**src/rtl/jk_counter_arst.sv**
```systemverilog
// WIDTH-stage JK register with up/down counting, parallel load, terminal-count
// detect and a registered wrap pulse; asynchronous active-high reset.
module jk_counter_arst #(
    parameter int               WIDTH    = 4,
    parameter logic [WIDTH-1:0] RST_VAL  = '0,
    parameter int               SATURATE = 0
) (
    input  logic             clk,
    input  logic             rst,
    input  logic             en,
    input  logic [1:0]       mode,
    input  logic [WIDTH-1:0] j,
    input  logic [WIDTH-1:0] k,
    input  logic [WIDTH-1:0] load_val,
    output logic [WIDTH-1:0] q,
    output logic [WIDTH-1:0] q_bar,
    output logic             tc,
    output logic             wrap
);

    localparam logic [1:0] MODE_JK   = 2'b00;
    localparam logic [1:0] MODE_UP   = 2'b01;
    localparam logic [1:0] MODE_DOWN = 2'b10;
    localparam logic [1:0] MODE_LOAD = 2'b11;
    localparam logic       SAT_EN    = (SATURATE != 0);

    logic [WIDTH-1:0] q_r;
    logic [WIDTH-1:0] q_bar_r;
    logic             wrap_r;
    logic [WIDTH-1:0] q_next_s;
    logic             wrap_next_s;
    logic             tc_s;

    // Terminal count: the next count step would cross the range limit.
    always_comb begin
        tc_s = 1'b0;
        case (mode)
            MODE_UP:   tc_s = (q_r == {WIDTH{1'b1}});
            MODE_DOWN: tc_s = (q_r == {WIDTH{1'b0}});
            default:   tc_s = 1'b0;
        endcase
    end

    // Next-state selection; JK uses the characteristic equation j&~q | ~k&q.
    always_comb begin
        q_next_s = q_r;
        case (mode)
            MODE_JK: q_next_s = (j & ~q_r) | (~k & q_r);
            MODE_UP: begin
                if (tc_s && SAT_EN) begin
                    q_next_s = q_r;
                end else begin
                    q_next_s = q_r + WIDTH'(1);
                end
            end
            MODE_DOWN: begin
                if (tc_s && SAT_EN) begin
                    q_next_s = q_r;
                end else begin
                    q_next_s = q_r - WIDTH'(1);
                end
            end
            MODE_LOAD: q_next_s = load_val;
            default:   q_next_s = q_r;
        endcase
    end

    // A wrap can only happen when counting is allowed to roll over.
    always_comb begin
        if (SAT_EN) begin
            wrap_next_s = 1'b0;
        end else begin
            wrap_next_s = tc_s;
        end
    end

    // State registers; q_bar is stored separately so it never lags q.
    always_ff @(posedge clk or posedge rst) begin
        if (rst) begin
            q_r     <= RST_VAL;
            q_bar_r <= ~RST_VAL;
            wrap_r  <= 1'b0;
        end else if (en) begin
            q_r     <= q_next_s;
            q_bar_r <= ~q_next_s;
            wrap_r  <= wrap_next_s;
        end else begin
            wrap_r  <= 1'b0;
        end
    end

    assign q     = q_r;
    assign q_bar = q_bar_r;
    assign wrap  = wrap_r;
    assign tc    = tc_s;

endmodule

```
**config.mk**
```make
export PLATFORM = sky130hd
export DESIGN_NAME = jk_counter_arst
export DESIGN_NICKNAME = d
export VERILOG_FILES = /design/src/rtl/jk_counter_arst.sv
export SDC_FILE = /design/constraint.sdc
export NUM_CORES = 1
export LEC_CHECK = 0
export ABC_AREA = 1
export CELL_PAD_IN_SITES_DETAIL_PLACEMENT = 1
export CELL_PAD_IN_SITES_GLOBAL_PLACEMENT = 1
export CORE_MARGIN = 2
export CORE_UTILIZATION = 31
export CTS_CLUSTER_DIAMETER = 120
export DETAILED_ROUTE_END_ITERATION = 10
export PLACE_DENSITY = 0.84
export REMOVE_ABC_BUFFERS = 1
export SLEW_MARGIN = 25
export SYNTH_ARGS = -nofsm -noshare
export SYNTH_HDL_FRONTEND = slang
export SYNTH_SLANG_ARGS = --single-unit
export TNS_END_PERCENT = 20
```
**constraint.sdc**
```tcl
create_clock -name clk -period 3.14 [get_ports clk]
set_clock_uncertainty 0.1 [all_clocks]
set_input_delay 0.628 -clock clk [delete_from_list [all_inputs] [get_ports clk]]
set_output_delay 0.628 -clock clk [all_outputs]
set_load 0.005 [all_outputs]
```
Yosys cells after proc, flatten, opt, wreduce, memory -nomap -nowiden. Cells that the tools add are included.

Mux-type cells: 3. Reduce and logical (&&, ||, !) cells: 2. Add/subtract/negate cells: 2. Bitwise gates (word level): 6. Equal/unequal tests: 4.

Operators by type and width (count): 4-bit one-hot mux with 4 select lines (1); 4-bit inverter (3); 4-bit bitwise AND (2); 4-bit by 1-bit adder with 4-bit output (second input constant) (1); 2-bit equality test (second input constant) (2); 4-bit equality test (second input constant) (1); 4-bit logical NOT (1); 4-bit bitwise OR (1); 4-bit by 1-bit subtractor with 4-bit output (second input constant) (1); 2-bit by 1-bit equality test with 1-bit output (second input constant) (1); 2-bit logical NOT (1); 1-bit one-hot mux with 2 select lines (1); 1-bit two-way mux (1).

Input bits: 17. Output and inout bits: 10. Flip-flop bits (word level): 9. Word-level logic and storage cells: 20.

Logic depth before layout (Yosys ltp). Gate-level depths: netlist of run 1.

Depth after elaboration: 5. Mapped depth: 14. Gate-level depth less buffers: 14.

Worst setup path before layout of run 1. Ideal clock, no wire load.

Kind: input to register. Start point: input port mode[0]. End point: register q_r[1], in the netlist q[1]. Arrival: 1.878 ns. Library setup time: 0.135 ns. Setup slack: 1.027 ns. Required time: 2.905 ns. Cell stages on the path: 9. Cells stage by stage: inv_1 > ha_1 > inv_1 > nand2_2 > and2_1 > ha_1 > a22o_1 > o221ai_1 > o21ai_0.

Cells in the longest elaborated chain, start to end: 2.

Ends and longest elaborated chain: start, declared (line 11) `input logic [1:0] mode,`; 2-bit equality test (tied with other cells) (line 47) `case (mode)`; 4-bit one-hot mux with 4 select lines (*) (line 47); end signal, assigned (line 84) `q_r <= q_next_s;`; end, declared (line 27) `logic [WIDTH-1:0] q_r;`.

Mark *: on every way between the ends. The rest lies on a longest branch, timed or not. A chain may end at the register's enable or synchronous reset.

Worst setup path in the final report of run 1.
Start point: input port mode[0]. End point: output port tc.

Cells in the longest elaborated chain, start to end: 2.

Ends and longest elaborated chain: 2-bit equality test / 2-bit by 1-bit equality test with 1-bit output (equally long branches) (line 37) `case (mode)`; 1-bit one-hot mux with 2 select lines (*) (line 37); end, declared (line 17) `output logic tc,`.

Marks and branches as above.

==> impl_metrics.json, run 1 <==
{
  "syn_area_per_cell_sq_um": 7.47,
  "antenna_found_initial": 0,
  "yosysSeqAreaShare": 0.339,
  "endpoint_kind": "output pin",
  "ir_drop_v": 0.000273,
  "cts_resized": 0,
  "r2r_cells": 7,
  "ys_ff_latch": 9,
  "vias": 705,
  "cts_tree": "built",
  "area_growth_pct": 47.1,
  "tightest_slew_ns": 0.374,
  "grt_max_degree": 12,
  "cts.clk_slew.worst_paths_ns": 0.06,
  "critPathKind": "in2out",
  "die_area_sq_mm": 0.00258,
  "place.gp.congestion": 0.789,
  "max_clock_freq_mhz": 331,
  "synth_cells": 91,
  "crit_slowest_cell": "clkdlybuf4s50_1",
  "setup-tns-final_ns": 0,
  "drc": 0,
  "hp-class": "reg2reg",
  "port_buffers": 26,
  "cp_common_cell": "clkdlybuf4s50_1",
  "max_stage_delay_ns": 0.52,
  "post-cts-setup-buffer-count": 0,
  "maxSlewViolCount": 0,
  "cp_max_fo": 3,
  "dr.first_iter.drc_count": 9,
  "nNetsFinal": 146,
  "syn-cell-area_sq_um": 679,
  "vias_per_cell": 4.76,
  "rows": 16,
  "clockBufferDepth": 2,
  "p_sw_frac": 0.335,
  "hpwlAfterDp_mm": 1.60,
  "clkLatencyLatePin_ns": 0.26,
  "drtPass1Iterations": 3,
  "min_to": "q_bar[3]",
  "hold_buffers": 0,
  "post_drt_wl_per_cell_microns": 12.9,
  "status": "completed",
  "cts_root_buffer": "clkbuf_4",
  "critPathTopFamily": "buffers and inverters",
  "p_clk_frac": 0.212,
  "ys_warn_count": 0,
  "core_sq_mm": 0.00202,
  "async_flop_share": 1.00,
  "cts_made_buffers": 3,
  "grt_pass1_vias": 719,
  "place_area_sq_um": 973,
  "setup-violations-final": 0,
  "synth_cell_types": 23,
  "rsz0062_at_grt": "false",
  "synth_ff_type": "dfrtp_1",
  "ant_nets": 0,
  "power.leakage_nw": 0.469,
  "initial_core_util": 0.336,
  "p_per_area_mw_per_mm2": 425,
  "fin_area_sq_um": 1000,
  "finalCritPeriodShare": 0.961,
  "finalCriticalPeriod_ns": 3.02,
  "worstPathCellList": "clkdlybuf4s50_1, inv_1, ha_1, nand4_1, a21boi_2, clkdlybuf4s50_1",
  "worstHoldStart": "q_bar[3]",
  "synth-edff-count": 0,
  "die-width_microns": 50.8,
  "cp.arrival_ns": 2.29,
  "die_y_microns": 50.8,
  "seq_power_share": 0.390,
  "htree_levels": 1,
  "finalHoldViolCount": 0,
  "r2r_end": "q[1]",
  "cp-start-kind": "input pin",
  "r2r_slack_ns": 1.33,
  "clock_sinks": 9,
  "p_int_w": 0.000283,
  "max_slew_margin": 0.750,
  "gr-total-overflow": 0,
  "worst-path-buf-inv": 3,
  "routed_wl_mm": 1.91,
  "grt_pass1_wl_mm": 3.32,
  "diodes": 0,
  "switchingPower_w": 0.000142,
  "grtUsageTotal": 0.174,
  "comb_power_share": 0.398,
  "pin_count": 27,
  "cp.required_ns": 2.41,
  "maxCapViolCount": 0,
  "worstReg2RegStart": "q[1]",
  "drive_above_1_share": 0.107,
  "whs_path_depth": 2
}
cell families (layout without fill, tap and decap cells):
family	Yosys count	after routing	synth area share
AND/OR/NAND/NOR	43	43	0.280
AO/OA/AOI/OAI	16	16	0.151
XOR/XNOR	1	1	0.0129
adder cells (fa/ha/maj)	7	7	0.129
flip-flops	9	9	0.339
buffers and inverters	15	45	0.0884
placed cells by master, fill, tap and decap left out:
cell type,count
a21boi_2,1
a21oi_1,1
a221oi_1,1
a22o_1,1
and2_1,2
buf_4,1
clkbuf_1,1
clkbuf_4,3
clkdlybuf4s50_1,26
dfrtp_1,5
dfstp_2,4
ha_1,7
inv_1,13
inv_2,1
nand2_1,28
nand2_2,1
nand3_1,5
nand3_2,1
nand4_1,1
nor2_1,4
nor3_2,1
o21a_1,2
o21ai_0,8
o21ai_1,1
o221ai_1,1
xnor2_1,1
power by group through the flow:
stage / Sequential [W] / Combinational [W] / Clock, W
2_1_floorplan: 0.000164 / 0.0000835 / 0
3_3_place_gp: 0.000167 / 0.000163 / 0
3_5_place_dp: 0.000169 / 0.000170 / 0
4_1_cts: 0.000167 / 0.000172 / 0.0000938
5_1_grt: 0.000171 / 0.000191 / 0.000100
6_report: 0.000166 / 0.000169 / 0.0000902
cell type report:
cell class	instances	area (sq um)
clock buffer	4	26.3
fill	267	1020
inverter	14	52.6
multi-input combinational	67	389
sequential	9	230
tap	27	33.8
timing repair buffer	27	268
how the worst max path moves through the flow:
stage / from / endpoint / slack, ns / depth (start not counted)
2_1_floorplan: mode[0] / q[1] / 1.03 / 9
3_3_place_gp: mode[1] / tc / 0.22 / 5
3_5_place_dp: mode[0] / tc / 0.12 / 6
4_1_cts: mode[0] / tc / 0.11 / 6
5_1_grt: mode[1] / tc / 0.06 / 5
6_report: mode[0] / tc / 0.12 / 6
cells in the mapped netlist, types with 2 or more instances:
| master | count | area (sq um) |
|---|---|---|
| and2_1 | 2 | 12.5 |
| dfrtp_1 | 5 | 125 |
| inv_1 | 13 | 48.8 |
| o21a_1 | 2 | 15.0 |
| nand3_1 | 5 | 25.0 |
| dfstp_2 | 4 | 105 |
| nor2_1 | 4 | 15.0 |
| nand2_1 | 28 | 105 |
| ha_1 | 7 | 87.6 |
| o21ai_0 | 8 | 40.0 |
per-layer routing:
layer,vias to the layer above,global-route usage,part of all wire
li1,355,-,-
met2,15,0.309,0.52
met3,4,0.0205,0.024
met1,331,0.204,0.44
met5,-,0,0
met4,0,0.0946,0.023
worst reg2reg max path, stage by stage, from the launching register on:
cell and delay, ns:
dfrtp_1 0.45, inv_2 0.14, nand2_2 0.06, and2_1 0.14
ha_1 0.27, a22o_1 0.21, o221ai_1 0.19, o21ai_0 0.12
registers in the layout (all words and copies together), names as in the netlist:
| name | flops |
|---|---|
| wrap | 1 |
| q | 4 |
| q_bar | 4 |
stage by stage:
stage	setup slack [ns]	hold WS [ns]	utilization	cells	power [W]
after CTS	0.111	0.373	0.494	148	0.000433
final	0.121	0.370	0.494	148	0.000425
after detailed placement	0.115	0.362	0.481	144	0.000339
after global routing	0.0608	0.388	0.494	148	0.000462
after floorplan	1.03	0.353	-	90	0.000247
after global placement	0.216	0.360	0.481	144	0.000330
Power figures use the tool's default switching activity.
==> inputs of run 2 (changes only) <==
- MAX_ROUTING_LAYER: not set -> met4
- PLACE_DENSITY: 0.84 -> not set
- PLACE_DENSITY_LB_ADDON: not set -> 0.1
==> run 2 against run 1 <==
  * Cell count stayed put
  * Routed wire length is 2.0% lower
  * Core utilization stayed put
  * Sequential power hardly changed
  * First-iteration DRC count is 56% lower
  * Clock power is 0.9% lower
  * Combinational power hardly changed
  * Hold slack better by 0.0020 ns
==> impl_metrics.json, run 2 (synthesis gave the netlist of run 1 again) <==
{
  "cts_resized": 0,
  "gr-total-overflow": 0,
  "final_cell_mix": "nand2_1 (28), clkdlybuf4s50_1 (26), inv_1 (13), o21ai_0 (8), ha_1 (7)",
  "seq_power_share": 0.394,
  "clock_sinks": 9,
  "power.leakage_nw": 0.469,
  "htree_levels": 1,
  "port_buffers": 26,
  "nNetsFinal": 146,
  "switchingPower_w": 0.000140,
  "nFillCells": 253,
  "setup-tns-final_ns": 0,
  "cts.clk_slew.worst_paths_ns": 0.06,
  "post-cts-setup-buffer-count": 0,
  "ir_drop_v": 0.000267,
  "grt_pass1_vias": 702,
  "core_sq_mm": 0.00202,
  "tightest_slew_ns": 0.386,
  "routed_wl_mm": 1.87,
  "whs_ns": 0.372,
  "die_area_sq_mm": 0.00258,
  "grt_max_degree": 12,
  "area_growth_pct": 47.1,
  "finalCriticalPeriod_ns": 2.99,
  "clkLatencyLatePin_ns": 0.26,
  "finalHoldViolCount": 0,
  "p_per_area_mw_per_mm2": 422,
  "vias": 710,
  "drc": 0,
  "p_int_w": 0.000282,
  "cts_root_buffer": "clkbuf_4",
  "maxSlewViolCount": 0,
  "rows": 16,
  "hold_buffers": 0,
  "grt_pass1_wl_mm": 3.13,
  "cts_tree": "built",
  "cp-start-kind": "input pin",
  "endpoint_kind": "output pin",
  "pin_count": 27,
  "rsz0062_at_grt": "false",
  "setup-violations-final": 0,
  "cts_made_buffers": 3,
  "status": "completed",
  "clockBufferDepth": 2,
  "max_slew_margin": 0.742,
  "maxCapViolCount": 0,
  "dr.first_iter.drc_count": 4,
  "diodes": 0,
  "hpwlAfterDp_mm": 1.55,
  "antenna_found_initial": 0,
  "mostFrequentLayoutCell": "nand2_1",
  "die_y_microns": 50.8,
  "place.gp.congestion": 0.839,
  "ant_nets": 0,
  "cp.required_ns": 2.41,
  "drive_above_1_share": 0.107,
  "p_sw_frac": 0.331,
  "finalCritPeriodShare": 0.951,
  "p_clk_frac": 0.212,
  "comb_power_share": 0.395,
  "initial_core_util": 0.336,
  "post_drt_wl_per_cell_microns": 12.6,
  "critPathKind": "in2out",
  "die-width_microns": 50.8,
  "grtUsageTotal": 0.167,
  "cp.arrival_ns": 2.26,
  "drtPass1Iterations": 4,
  "vias_per_cell": 4.80,
  "max_clock_freq_mhz": 335,
  "hp-class": "reg2reg",
  "cp_max_fo": 3
}
-- run 2: path summary, 6_finish.rpt --
| check | start | end | slack (ns) | cells after the start |
|---|---|---|---|---|
| hold reg to reg | q_bar[3] | q_bar[3] | 0.37 | 2 |
| hold / removal | q_bar[3] | q_bar[3] | 0.37 | 2 |
| max in group asynchronous | rst | q_bar[0] | 2.11 | 2 |
| setup / recovery | mode[0] | tc | 0.15 | 6 |
| min in group asynchronous | rst | q[2] | 0.53 | 2 |
| setup reg to reg | q[1] | q[1] | 1.33 | 7 |
-- run 2: worst max-delay path, cell delays in order --
cell,delay (ns)
clkdlybuf4s50_1,0.45
inv_1,0.14
ha_1,0.22
nand4_1,0.12
a21boi_2,0.18
clkdlybuf4s50_1,0.52
-- run 2: routing by layer --
metal / routed length (microns) / up-vias / GRT usage
met5: 0 / - / -
met1: 804 / 333 / 0.183
met2: 942 / 22 / 0.296
li1: - / 355 / -
met4: 0 / 0 / 0.0135
met3: 125 / 0 / 0.0702
-- run 2: power groups by stage --
stage / registers, W / clock network, W / logic (W)
final: 0.000166 / 0.0000894 / 0.000167
after global routing: 0.000170 / 0.000103 / 0.000186
after CTS: 0.000167 / 0.0000943 / 0.000169
after detailed placement: 0.000168 / 0 / 0.000169
after global placement: 0.000168 / 0 / 0.000164
after floorplan: 0.000164 / 0 / 0.0000835
-- run 2: per-stage QoR --
step                cells  utilization  worst slack (ns)  power [W]  area, sq um
floorplan              90            -              1.03   0.000247          672
global placement      144        0.481             0.211   0.000331          973
detailed placement    144        0.481             0.140   0.000337          973
CTS                   148        0.494             0.126   0.000430         1000
global route          148        0.494            0.0434   0.000460         1000
finish                148        0.494             0.154   0.000422         1000
-- run 2: layout make-up --
type / instances / area [sq um] / share of cell area
clock buffer: 4 / 26.3 / 0.0263
inverter: 14 / 52.6 / 0.0526
multi-input combinational: 67 / 389 / 0.389
sequential: 9 / 230 / 0.230
tap: 27 / 33.8 / 0.0338
timing repair buffer: 27 / 268 / 0.268
==> inputs of run 3 (changes only) <==
- CORE_UTILIZATION: 31 -> 29
- clock period: 3.14 -> 2.85 ns (I/O delays scaled with it)
==> run 3 against run 2 <==
  * Non-clock buffer count increased by 2
  * Combinational power is 11% higher
  * First-iteration DRC count is 100% lower
  * Sequential share of layout area shrank 0.42 points
  * Critical path depth is 3 higher
  * Die area rose by 6.3%
  * Global-route usage fell by 1.4 points
  * Largest cell class unchanged
==> impl_metrics.json, run 3 (synthesis gave the netlist of run 1 again) <==
{
  "status": "completed",
  "cp.arrival_ns": 2.52,
  "antenna_found_initial": 0,
  "gr-total-overflow": 0,
  "cts.clk_slew.worst_paths_ns": 0.06,
  "port_buffers": 26,
  "routed_wl_mm": 1.82,
  "rows": 17,
  "cp_max_fo": 4,
  "cp-start-kind": "input pin",
  "rsz0062_at_grt": "false",
  "core_sq_mm": 0.00221,
  "grt_max_degree": 12,
  "clockBufferDepth": 2,
  "endpoint_kind": "register",
  "crit_path_end": "q[1]",
  "maxCapViolCount": 0,
  "post_drt_wl_per_cell_microns": 12.0,
  "setup-tns-final_ns": 0,
  "p_sw_frac": 0.328,
  "critPathKind": "in2reg",
  "finalHoldViolCount": 0,
  "pin_count": 27,
  "drc": 0,
  "dr.first_iter.drc_count": 0,
  "p_per_area_mw_per_mm2": 457,
  "startpoint": "mode[1]",
  "cts_made_buffers": 3,
  "clkLatencyLatePin_ns": 0.26,
  "grt_pass1_vias": 678,
  "grt_pass1_wl_mm": 3.00,
  "finalCriticalPeriod_ns": 2.49,
  "wl_met2_microns": 932,
  "ant_nets": 0,
  "multi_input_area_sq_um": 389,
  "mostFrequentLayoutCell": "nand2_1",
  "cts_tree": "built",
  "maxSlewViolCount": 0,
  "vias_per_cell": 4.68,
  "r2r_slack_ns": 1.05,
  "worstReg2RegStart": "q[1]",
  "diodes": 0,
  "ir_drop_v": 0.000310,
  "final_cell_mix": "nand2_1 (28), clkdlybuf4s50_1 (25), inv_1 (13), o21ai_0 (8), ha_1 (7)",
  "comb_power_share": 0.399,
  "p_clk_frac": 0.212,
  "p_int_w": 0.000313,
  "switchingPower_w": 0.000153,
  "nNetsFinal": 148,
  "setup-violations-final": 0,
  "drive_above_1_share": 0.122,
  "hp-class": "reg2reg",
  "tightest_slew_ns": 0.366,
  "die-width_microns": 52.4,
  "max_slew_margin": 0.755,
  "max_clock_freq_mhz": 402,
  "r2r_cells": 7,
  "cts_root_buffer": "clkbuf_4",
  "die_y_microns": 52.4,
  "wl_met3_microns": 109,
  "wl_met1_microns": 777,
  "die_area_sq_mm": 0.00275,
  "initial_core_util": 0.307,
  "power.leakage_nw": 0.497,
  "r2r_end": "q[1]",
  "dpl.cell_count": 147,
  "finalCritPeriodShare": 0.872,
  "grtUsageTotal": 0.153,
  "hpwlAfterDp_mm": 1.54,
  "highest_layer": "met3",
  "nFillCells": 280,
  "drtPass1Iterations": 1,
  "seq_power_share": 0.389,
  "area_growth_pct": 49.9,
  "cp.required_ns": 2.88,
  "place.gp.congestion": 0.743,
  "post-cts-setup-buffer-count": 0,
  "seqCellArea_sq_um": 230,
  "clock_sinks": 9,
  "vias": 706,
  "htree_levels": 1,
  "finalNonFillerCells": 151,
  "final_util": 0.460
}
run 3: timing repair:
| item | 4_1_cts | 5_1_grt |
|---|---|---|
| endpoints found under the setup margin | 0 | 1 |
| resized for setup | 0 | 1 |
| hold buffers | 0 | 0 |
run 3: layout make-up:
cell class | count | area share
multi-input cells | 67 | 0.382
clock buffers | 4 | 0.0258
well taps | 28 | 0.0344
flip-flops and latches | 9 | 0.226
inverters | 14 | 0.0516
repair buffers | 29 | 0.280
run 3: how the worst min path moves through the flow:
stage | start | endpoint | slack (ns) | cells after the start
2_1_floorplan | rst | q[0] | 0.30 | 1
3_3_place_gp | q_bar[3] | q_bar[3] | 0.35 | 2
3_5_place_dp | q_bar[3] | q_bar[3] | 0.37 | 2
4_1_cts | q_bar[3] | q_bar[3] | 0.38 | 2
5_1_grt | q_bar[3] | q_bar[3] | 0.39 | 2
6_report | q_bar[3] | q_bar[3] | 0.37 | 2
run 3: critical path: stages:
cell and delay (ns):
clkdlybuf4s50_1 0.51, buf_4 0.13, ha_1 0.22, nand2_1 0.10, and2_1 0.17, ha_1 0.26
a22o_1 0.23, o221ai_1 0.19, o21ai_0 0.12
run 3: layer usage:
metal	vias to the layer above	GRT usage
li1	357	-
met1	328	0.173
met2	21	0.269
met3	0	0.0543
met4	0	0.0128
met5	-	-
run 3: power by group through the flow:
stage	sequential [W]	combinational (W)	clock (W)
5_1_grt	0.000185	0.000212	0.000110
6_report	0.000181	0.000186	0.0000986
4_1_cts	0.000183	0.000190	0.000105
3_3_place_gp	0.000184	0.000185	0
2_1_floorplan	0.000180	0.0000920	0
3_5_place_dp	0.000184	0.000189	0
run 3: metrics by stage:
stage	cell area, sq um	power [W]	hold WS, ns	setup slack [ns]
detailed placement	990	0.000374	0.367	0.0201
floorplan	672	0.000272	0.295	0.795
finish	1020	0.000466	0.371	0.364
global route	1020	0.000507	0.390	0.166
CTS	1020	0.000477	0.376	0.0150
global placement	990	0.000368	0.355	0.0649
